## src/rtl/serial_adder_pkg.sv

```systemverilog
// Shared types and constants for the bit-serial adder.
package serial_adder_pkg;

  localparam int DEFAULT_WIDTH = 8;

  typedef enum logic [1:0] {
    IDLE = 2'd0,
    RUN  = 2'd1,
    DONE = 2'd2
  } state_e;

endpackage : serial_adder_pkg

```

## src/rtl/full_adder.sv

```systemverilog
// One-bit full adder used as the per-bit step of the serial adder.
module full_adder (
  input  logic a,
  input  logic b,
  input  logic c,
  output logic carry,
  output logic sum
);

  assign sum   = a ^ b ^ c;
  assign carry = (a & b) | (c & (a ^ b));

endmodule : full_adder

```

## src/rtl/serial_adder.sv

```systemverilog
// Bit-serial adder: one operand bit per clock, LSB first, through a single full adder.
// Define SERIAL_ADDER_OVF_EN to add the signed-overflow output ovf.
module serial_adder
  import serial_adder_pkg::*;
#(
  parameter int WIDTH = DEFAULT_WIDTH
) (
  input  logic             clk,
  input  logic             rst_n,
  input  logic             start,
  input  logic [WIDTH-1:0] a,
  input  logic [WIDTH-1:0] b,
  input  logic             cin,
  output logic             busy,
  output logic             done,
  output logic [WIDTH-1:0] sum,
  output logic             cout
`ifdef SERIAL_ADDER_OVF_EN
  ,
  output logic             ovf
`endif
);

  localparam int CW = $clog2(WIDTH);

  state_e           state_q, state_d;
  logic [WIDTH-1:0] a_q, a_d;
  logic [WIDTH-1:0] b_q, b_d;
  logic [WIDTH-1:0] sum_q, sum_d;
  logic [CW-1:0]    cnt_q, cnt_d;
  logic             carry_q, carry_d;
  logic             fa_carry, fa_sum;
  logic             last_bit;

  full_adder u_full_adder (
    .a     (a_q[0]),
    .b     (b_q[0]),
    .c     (carry_q),
    .carry (fa_carry),
    .sum   (fa_sum)
  );

  assign last_bit = (cnt_q == CW'(WIDTH - 1));

  // NOTE: every signal written here gets a default first, so no path can infer a latch.
  always_comb begin
    state_d = state_q;
    a_d     = a_q;
    b_d     = b_q;
    sum_d   = sum_q;
    cnt_d   = cnt_q;
    carry_d = carry_q;
    unique case (state_q)
      IDLE: begin
        if (start) begin
          a_d     = a;
          b_d     = b;
          carry_d = cin;
          cnt_d   = '0;
          state_d = RUN;
        end
      end
      RUN: begin
        a_d     = {1'b0, a_q[WIDTH-1:1]};
        b_d     = {1'b0, b_q[WIDTH-1:1]};
        sum_d   = {fa_sum, sum_q[WIDTH-1:1]};
        carry_d = fa_carry;
        cnt_d   = cnt_q + CW'(1);
        if (last_bit) state_d = DONE;
      end
      DONE:    state_d = IDLE;
      default: state_d = IDLE;
    endcase
  end

  // NOTE: state registers use non-blocking assignments so every flop samples pre-edge values.
  always_ff @(posedge clk or negedge rst_n) begin
    if (!rst_n) begin
      state_q <= IDLE;
      a_q     <= '0;
      b_q     <= '0;
      sum_q   <= '0;
      cnt_q   <= '0;
      carry_q <= 1'b0;
    end else begin
      state_q <= state_d;
      a_q     <= a_d;
      b_q     <= b_d;
      sum_q   <= sum_d;
      cnt_q   <= cnt_d;
      carry_q <= carry_d;
    end
  end

`ifdef SERIAL_ADDER_OVF_EN
  // Carry into the MSB is carry_q on the last step; XOR with carry out gives signed overflow.
  logic ovf_q;
  always_ff @(posedge clk or negedge rst_n) begin
    if (!rst_n) begin
      ovf_q <= 1'b0;
    end else if (state_q == RUN && last_bit) begin
      ovf_q <= carry_q ^ fa_carry;
    end
  end
  assign ovf = ovf_q;
`endif

  assign busy = (state_q == RUN);
  assign done = (state_q == DONE);
  assign sum  = sum_q;
  assign cout = carry_q;

endmodule : serial_adder

```

## config.mk

```make
export PLATFORM = sky130hd
export DESIGN_NAME = serial_adder
export DESIGN_NICKNAME = d
export VERILOG_FILES = /design/src/rtl/serial_adder_pkg.sv /design/src/rtl/full_adder.sv /design/src/rtl/serial_adder.sv
export SDC_FILE = /design/constraint.sdc
export NUM_CORES = 1
export LEC_CHECK = 0
export ABC_AREA = 1
export ABC_CLOCK_PERIOD_IN_PS = 1200
export BUFFER_PORTS_ARGS = -buffer_cell sky130_fd_sc_hd__buf_4
export CAP_MARGIN = 15
export CORE_UTILIZATION = 40
export DETAILED_ROUTE_END_ITERATION = 16
export SLEW_MARGIN = 30
export SYNTH_ARGS = -nofsm -noshare
export SYNTH_HDL_FRONTEND = slang
export SYNTH_SLANG_ARGS = --single-unit
```

## constraint.sdc

```tcl
create_clock -name clk -period 1.2 [get_ports clk]
set_input_delay 0.12 -clock clk [delete_from_list [all_inputs] [get_ports clk]]
set_output_delay 0.12 -clock clk [all_outputs]
set_load 0.03 [all_outputs]
```

==> impl_metrics.env, run 1 <==
export IMPL_slew_headroom=0.739
export IMPL_synth_area_mux_share=0
export IMPL_drive_above_1_share=0.284
export IMPL_hold_viol=0
export IMPL_avgRoutedWirePerCell_um=10.8
export IMPL_synth_top_family_by_area="simple AND/OR/NAND/NOR gates"
export IMPL_max_cap_violations=0
export IMPL_htreeDepth=2
export IMPL_port_buffers=30
export IMPL_via_count=1306
export IMPL_grt_start_max_net_pins=31
export IMPL_yosysTopAreaCell="dfrtp_1"
export IMPL_insertedDiodeCount=0
export IMPL_yosysWarnings=0
export IMPL_design_area_um2=2050
export IMPL_clock_latency_ps=280
export IMPL_max_stage_delay_ps=390
export IMPL_grt_pass1_wl_um=5330
export IMPL_synth_simple_area_share=0.277
export IMPL_powerDensity_nw_per_um2=2670
export IMPL_tritoncts="built"
export IMPL_io_pins=31
export IMPL_final_min_clock_period_ps=1210
export IMPL_synth_compound_area_share=0.0528
export IMPL_synthAdderAreaFrac=0.0297
export IMPL_max_vdd_ir_drop_v=0.00125
export IMPL_drt_initial_drc_count=65
export IMPL_areaGrowthSynthToFinish_pct=34.8
export IMPL_netlist_area_leader_share=0.495
export IMPL_initial_utilization=0.415
export IMPL_avgSynthCellArea_um2=7.86
export IMPL_clk_pin_slew_ps=60
export IMPL_cp_common_cell="buf_6"
export IMPL_ys_seq_elements=30
export IMPL_p_leak_nw=1.14
export IMPL_core_area_um2=3660
export IMPL_cts_max_path_buffers=2
export IMPL_grt_pass1_vias=1192
export IMPL_critPathMaxFanout=4
export IMPL_worst_pin_slew_ps=392
export IMPL_max_freq_mhz=829
export IMPL_fp_dieArea_um2=4040
export IMPL_crit_arrival_ps=1090
export IMPL_finalMaxSlewViolations=0
export IMPL_r2r_slack_ps=30
export IMPL_endpoint_kind="output pin"
export IMPL_seq_area_frac_synth=0.495
export IMPL_cts_buffers=5
export IMPL_synth_area_leaders="dfrtp_1 (49%), nand2_1 (15%), nand3_1 (10%), inv_1 (9.4%), o21ai_0 (3.0%)"
export IMPL_drc=0
export IMPL_worst_slack_ps=-5.94
export IMPL_antenna_found_initial=0
export IMPL_critPathLaunchType="flop"
export IMPL_first_pass_iters=4
export IMPL_period_share=1.00
export IMPL_slowest_stage="dfrtp_1"
export IMPL_clock_sinks=30
export IMPL_crit_type="flop to output pin"
export IMPL_failed_checks="setup timing"
export IMPL_routed_wl_um=3140
export IMPL_finClkSkew_ps=4.34
export IMPL_grtUsageTotal=0.172
export IMPL_post_dp_cell_area_um2=1830
export IMPL_vias_per_cell=4.49
export IMPL_rows=22
export IMPL_dieWidth_um=63.6
export IMPL_synth_xor_area_frac=0
export IMPL_yosysUniqueCellTypes=17
export IMPL_grt_setup_unrepaired="true"
export IMPL_cts_root_buf="clkbuf_8"
export IMPL_fin_nets=265
export IMPL_required_ps=1080
export IMPL_setup_viol=1
export IMPL_syn_area_um2=1520
export IMPL_fp_dieH_um=63.6
export IMPL_hold_ws_ps=95.5
export IMPL_final_antenna_net_count=0
export IMPL_synth_fp_nets=216
export IMPL_status="finished with violations"
export IMPL_syn_inst=193
export IMPL_dp_hpwl_um=2050
export IMPL_min_path_type="input port to flop"
export IMPL_globalplace_congestion=0.796
export IMPL_cp_cell_sequence="inv_2, buf_6, nor2_4, buf_6"
export IMPL_gr_total_overflow=0
-- synthesized netlist by cell type (all sizes together) --
library cell  count
dfrtp            30
nand3            31
o21ai            12
nor2              4
ha                2
buf               9
a21oi             1
inv              39
fa                1
nand2            64
-- cell type report --
cell class | count | area, um^2
clock buffer | 7 | 86.3
clock inverter | 1 | 5.00
fill | 373 | 1620
inverter | 39 | 146
multi-input combinational | 115 | 571
sequential | 30 | 753
tap | 48 | 60.1
timing repair buffer | 51 | 424
-- metrics by stage --
stage / utilization / power [mW] / setup slack (ps) / instances / setup TNS (ps)
2_1_floorplan: - / 3.59 / 22.2 / 193 / 0
3_3_place_gp: 0.500 / 4.37 / 39.3 / 273 / 0
3_5_place_dp: 0.500 / 4.38 / 32.9 / 273 / 0
4_1_cts: 0.547 / 5.40 / -9.44 / 288 / -9.44
5_1_grt: 0.559 / 5.97 / -56.2 / 291 / -197
6_report: 0.559 / 5.47 / -5.94 / 291 / -5.94
-- flip-flops by register name, summed over array words and instances (netlist names) --
register	cells
a_q	8
b_q	8
sum	8
cnt_q	3
state_q	2
cout	1
-- power breakdown --
group          switching, mW  internal (mW)
clock network          0.366          0.462
registers              0.291           1.50
logic                   1.58           1.26
total                   2.24           3.23
-- routing by layer --
layer  share of wire  track usage
met2            0.45        0.254
met4           0.015       0.0597
met5               0            0
met1            0.49        0.239
met3           0.047       0.0471
-- cells by family (layout without fill, tap and decap cells) --
kind of cell / Yosys count / in the layout
flip-flops: 30 / 30
adder cells (fa/ha/maj): 3 / 3
AND/OR/NAND/NOR: 99 / 99
buffers and inverters: 48 / 98
AO/OA/AOI/OAI: 13 / 13
-- cells in the final DEF (no fill, tap or decap), types with 2 or more instances in the layout --
cell type,synthesis,final
dfrtp_2,0,2
o21ai_1,2,2
dfrtp_1,30,28
buf_6,4,7
clkbuf_8,0,6
buf_4,2,42
o21ai_0,9,9
nand2_1,61,61
nor2_1,3,2
inv_1,38,37
inv_2,1,2
nand2_4,0,2
ha_1,2,2
nor2_4,0,2
nand3_1,31,31
-- final timing paths --
path,cells after the start,to,startpoint
setup reg to reg,3,sum[7],cout
setup / recovery,4,done,state_q[1]
max in group asynchronous,2,state_q[0],rst_n
hold reg to reg,2,cnt_q[1],cnt_q[1]
hold / removal,3,b_q[7],b[7]
min in group asynchronous,2,sum[0],rst_n
-- what timing repair did --
item	4_1_cts	5_1_grt
cloned	0	1
hold buffers	1	0
pin swaps	0	2
setup buffers	6	2
hold endpoints to repair	30	0
endpoints found under the setup margin	2	19
gates resized for setup	7	7
-- worst max-delay path, delay by kind of cell (launching register included) --
family,cells,cell delay (ps)
buf+inv,3,330
simple gates,1,80
flops,1,390
(Power assumes the default switching activity.)
==> run 2: changes to the inputs <==
Settings changed: CTS_BUF_LIST set to sky130_fd_sc_hd__clkbuf_4 sky130_fd_sc_hd__clkbuf_8.
==> impl_metrics.env, run 2 (synthesis results as in run 1) <==
export IMPL_io_pins=31
export IMPL_failed_checks="setup timing"
export IMPL_via_count=1307
export IMPL_clk_pin_slew_ps=60
export IMPL_slew_headroom=0.739
export IMPL_htreeDepth=2
export IMPL_powerDensity_nw_per_um2=2680
export IMPL_max_freq_mhz=829
export IMPL_finalMaxSlewViolations=0
export IMPL_clock_sinks=30
export IMPL_drive_above_1_share=0.288
export IMPL_drt_initial_drc_count=64
export IMPL_initial_utilization=0.415
export IMPL_grt_setup_unrepaired="true"
export IMPL_clock_power_share=0.155
export IMPL_globalplace_congestion=0.796
export IMPL_cp_cell_sequence="inv_2, buf_6, nor2_4, buf_6"
export IMPL_min_path_type="input port to flop"
export IMPL_status="finished with violations"
export IMPL_grtUsageTotal=0.172
export IMPL_cts_buffers=5
export IMPL_p_switching_mw=2.24
export IMPL_worst_slack_ps=-5.93
export IMPL_antenna_found_initial=0
export IMPL_dp_hpwl_um=2050
export IMPL_endpoint_kind="output pin"
export IMPL_fin_nets=265
export IMPL_max_stage_delay_ps=390
export IMPL_cp_common_cell="buf_6"
export IMPL_drc=0
export IMPL_switching_share=0.408
export IMPL_cts_root_buf="clkbuf_8"
export IMPL_routed_wl_um=3140
export IMPL_avgRoutedWirePerCell_um=10.8
export IMPL_fillers=371
export IMPL_final_min_clock_period_ps=1210
export IMPL_grt_pass1_vias=1192
export IMPL_pwr_share_seq=0.327
export IMPL_p_int_mw=3.25
export IMPL_required_ps=1080
export IMPL_tritoncts="built"
export IMPL_critPathMaxFanout=4
export IMPL_crit_type="flop to output pin"
export IMPL_combinationalPowerShare=0.518
export IMPL_areaGrowthSynthToFinish_pct=35.0
export IMPL_hold_ws_ps=95.6
export IMPL_max_cap_violations=0
export IMPL_port_buffers=30
export IMPL_final_common_cell="nand2_1"
export IMPL_fp_dieH_um=63.6
export IMPL_insertedDiodeCount=0
export IMPL_vias_per_cell=4.49
export IMPL_place_detailed_instances=273
export IMPL_layout_common_cells="nand2_1 (61), buf_4 (42), inv_1 (37), nand3_1 (31), dfrtp_1 (28)"
export IMPL_hold_viol=0
export IMPL_p_total_mw=5.49
export IMPL_grt_pass1_wl_um=5330
export IMPL_p_leak_nw=1.15
export IMPL_worst_pin_slew_ps=392
export IMPL_first_pass_iters=4
export IMPL_period_share=1.00
export IMPL_crit_arrival_ps=1090
export IMPL_clock_latency_ps=280
export IMPL_setup_viol=1
export IMPL_final_antenna_net_count=0
export IMPL_stdcell_count=291
export IMPL_cts_max_path_buffers=2
export IMPL_slowest_stage="dfrtp_1"
export IMPL_dieWidth_um=63.6
export IMPL_dp_slack_ps=32.9
export IMPL_max_vdd_ir_drop_v=0.00134
export IMPL_core_area_um2=3660
export IMPL_rows=22
export IMPL_fp_dieArea_um2=4040
export IMPL_critPathLaunchType="flop"
export IMPL_grt_start_max_net_pins=31
export IMPL_finClkSkew_ps=5.10
export IMPL_gr_total_overflow=0
## run 2: cell count changes in the layout (fill, tap and decap cells not counted)
cell,previous run,this run
clkbuf_1,1,0
clkbuf_4,0,1
## run 2: layer usage
layer / GRT usage / up-vias / routed length [um]
li1: - / 676 / -
met1: 0.239 / 602 / 1540
met2: 0.254 / 23 / 1400
met3: 0.0471 / 6 / 147
met4: 0.0597 / 0 / 48
met5: 0 / - / 0
## run 2: critical path: cells and delay by family, from the launching register on
kind / cells / cell delay (ps)
buf+inv: 3 / 330
flops: 1 / 390
simple gates: 1 / 80
## run 2: area by class of cell
cell class | instances | area (um^2) | share of cell area
clock buffer | 7 | 90.1 | 0.0440
clock inverter | 1 | 5.00 | 0.00244
inverter | 39 | 146 | 0.0714
multi-input combinational | 115 | 571 | 0.278
sequential | 30 | 753 | 0.368
tap | 48 | 60.1 | 0.0293
timing repair buffer | 51 | 424 | 0.207
## run 2: repair_timing
| action | in CTS | in global routing |
|---|---|---|
| endpoints found under the hold margin | 30 | 0 |
| resized for setup | 7 | 7 |
| setup endpoints to repair | 2 | 19 |
| pin swaps | 0 | 2 |
| hold buffers | 1 | 0 |
| setup buffers | 6 | 2 |
| gates cloned | 0 | 1 |
## run 2: worst paths after layout
path	from	endpoint	slack [ps]	cells past startpoint
worst max-delay path	state_q[1]	done	-6	4
worst min-delay path	b[7]	b_q[7]	100	3
worst max register to register	cout	sum[7]	30	3
worst min register to register	cnt_q[1]	cnt_q[1]	470	2
max in group asynchronous	rst_n	cout	580	2
min in group asynchronous	rst_n	sum[0]	300	2
## run 2: metrics by stage
step	TNS (ps)	utilization	instance area, um^2
6_report	-5.93	0.560	2050
5_1_grt	-197	0.560	2050
4_1_cts	-9.44	0.548	2010
3_5_place_dp	0	0.500	1830
3_3_place_gp	0	0.500	1830
2_1_floorplan	0	-	1520
## run 2: power by group through the flow
stage / sequential (mW) / combinational, mW / clock (mW)
4_1_cts: 1.80 / 2.74 / 0.879
6_report: 1.80 / 2.85 / 0.849
3_5_place_dp: 1.82 / 2.56 / 0
5_1_grt: 1.86 / 3.21 / 0.925
2_1_floorplan: 2.01 / 1.57 / 0
3_3_place_gp: 1.82 / 2.54 / 0
==> run 3: changes to the inputs <==
Settings changed: PLACE_DENSITY_LB_ADDON set to 0.1.
==> impl_metrics.env, run 3 (synthesis results as in run 1) <==
export IMPL_stdcell_count=291
export IMPL_via_count=1344
export IMPL_final_min_clock_period_ps=1200
export IMPL_hold_ws_ps=85.7
export IMPL_regArea_um2=753
export IMPL_grt_setup_unrepaired="true"
export IMPL_cts_buffers=5
export IMPL_finalSetupTns_ps=0
export IMPL_fp_dieArea_um2=4040
export IMPL_drc=0
export IMPL_fp_dieH_um=63.6
export IMPL_antenna_found_initial=0
export IMPL_first_pass_iters=4
export IMPL_tritoncts="built"
export IMPL_areaGrowthSynthToFinish_pct=36.3
export IMPL_finalMaxSlewViolations=0
export IMPL_htreeDepth=2
export IMPL_grtUsageTotal=0.180
export IMPL_routed_wl_um=3360
export IMPL_drt_initial_drc_count=29
export IMPL_gr_total_overflow=0
export IMPL_reg2regPathDepth=7
export IMPL_layout_common_cells="nand2_1 (61), buf_4 (39), inv_1 (37), nand3_1 (30), dfrtp_1 (28)"
export IMPL_crit_type="flop to output pin"
export IMPL_io_pins=31
export IMPL_status="completed"
export IMPL_critPathMaxFanout=3
export IMPL_grt_pass1_wl_um=5510
export IMPL_clock_sinks=30
export IMPL_crit_path_start="state_q[1]"
export IMPL_finClkSkew_ps=5.09
export IMPL_multi_input_area_um2=584
export IMPL_crit_end="done"
export IMPL_avgRoutedWirePerCell_um=11.5
export IMPL_worst_pin_slew_ps=384
export IMPL_fin_nets=265
export IMPL_dieWidth_um=63.6
export IMPL_p_leak_nw=1.15
export IMPL_cts_root_buf="clkbuf_8"
export IMPL_initial_utilization=0.415
export IMPL_critPathLaunchType="flop"
export IMPL_vias_per_cell=4.62
export IMPL_place_detailed_instances=276
export IMPL_crit_arrival_ps=1080
export IMPL_clk_pin_slew_ps=60
export IMPL_slew_headroom=0.744
export IMPL_final_antenna_net_count=0
export IMPL_clock_latency_ps=280
export IMPL_r2r_end="a_q[1]"
export IMPL_final_common_cell="nand2_1"
export IMPL_period_share=0.998
export IMPL_max_vdd_ir_drop_v=0.00159
export IMPL_cts_max_path_buffers=2
export IMPL_r2r_slack_ps=30
export IMPL_globalplace_congestion=0.760
export IMPL_max_freq_mhz=835
export IMPL_dp_hpwl_um=2280
export IMPL_port_buffers=30
export IMPL_hold_viol=0
export IMPL_post_dp_cell_area_um2=1850
export IMPL_fillers=359
export IMPL_endpoint_kind="output pin"
export IMPL_min_path_type="input port to flop"
export IMPL_insertedDiodeCount=0
export IMPL_core_area_um2=3660
export IMPL_drive_above_1_share=0.292
export IMPL_design_area_um2=2070
export IMPL_powerDensity_nw_per_um2=2700
export IMPL_crit_reg2reg_launch="state_q[1]"
export IMPL_grt_start_max_net_pins=31
export IMPL_rows=22
export IMPL_max_cap_violations=0
export IMPL_grt_pass1_vias=1198
export IMPL_setup_viol=0
export IMPL_required_ps=1080
==> run 3: cell counts in the layout (fill, tap and decap cells not counted) <==
No cell type changed its count.
==> run 3: where the power goes <==
group          leakage [nW]  switching [mW]  internal (mW)  total, mW
Combinational         0.735            1.64           1.27       2.91
Clock                0.0517           0.374          0.484      0.859
Sequential            0.365           0.303           1.50       1.81
==> run 3: worst min path at each step <==
stage	from	endpoint	slack, ps	cells after the start
6_report	b[7]	b_q[7]	90	3
3_5_place_dp	rst_n	a_q[7]	70	1
4_1_cts	a[7]	a_q[7]	100	3
3_3_place_gp	rst_n	a_q[6]	70	1
5_1_grt	b[7]	b_q[7]	100	3
2_1_floorplan	rst_n	a_q[0]	-180	0
==> run 3: critical path, cell delays in order (launching register included) <==
cell and delay [ps]:
dfrtp_1 400, inv_2 70, buf_6 130, nor2_4 70, buf_6 130
==> run 3: area by class of cell <==
cell class | instances | area share
clock buffers | 7 | 0.0436
clock inverters | 1 | 0.00242
inverters | 39 | 0.0708
multi-input cells | 115 | 0.283
flip-flops and latches | 30 | 0.364
well taps | 48 | 0.0290
repair buffers | 51 | 0.208
==> run 3: what timing repair did <==
action                                  4_1_cts  5_1_grt
endpoints found under the setup margin        2       22
cloned                                        0        1
hold buffers                                  1        0
hold endpoints to repair                     30        0
pin swaps                                     0        1
setup buffers                                 6        0
gates resized for setup                      10       10
==> run 3: layer usage <==
metal,GRT usage,routed length [um],vias up,share of wire
li1,-,-,678,-
met1,0.230,1600,629,0.48
met2,0.295,1580,30,0.47
met3,0.0344,111,7,0.033
met4,0.0767,67,0,0.020
met5,0,0,-,0
==> run 3: stage by stage <==
step	power [mW]	utilization	setup slack (ps)
after floorplan	3.59	-	22.2
after global placement	4.37	0.506	73.3
after detailed placement	4.43	0.506	32.9
after CTS	5.52	0.558	-2.20
after global routing	6.02	0.565	-40.5
final	5.58	0.565	2.93
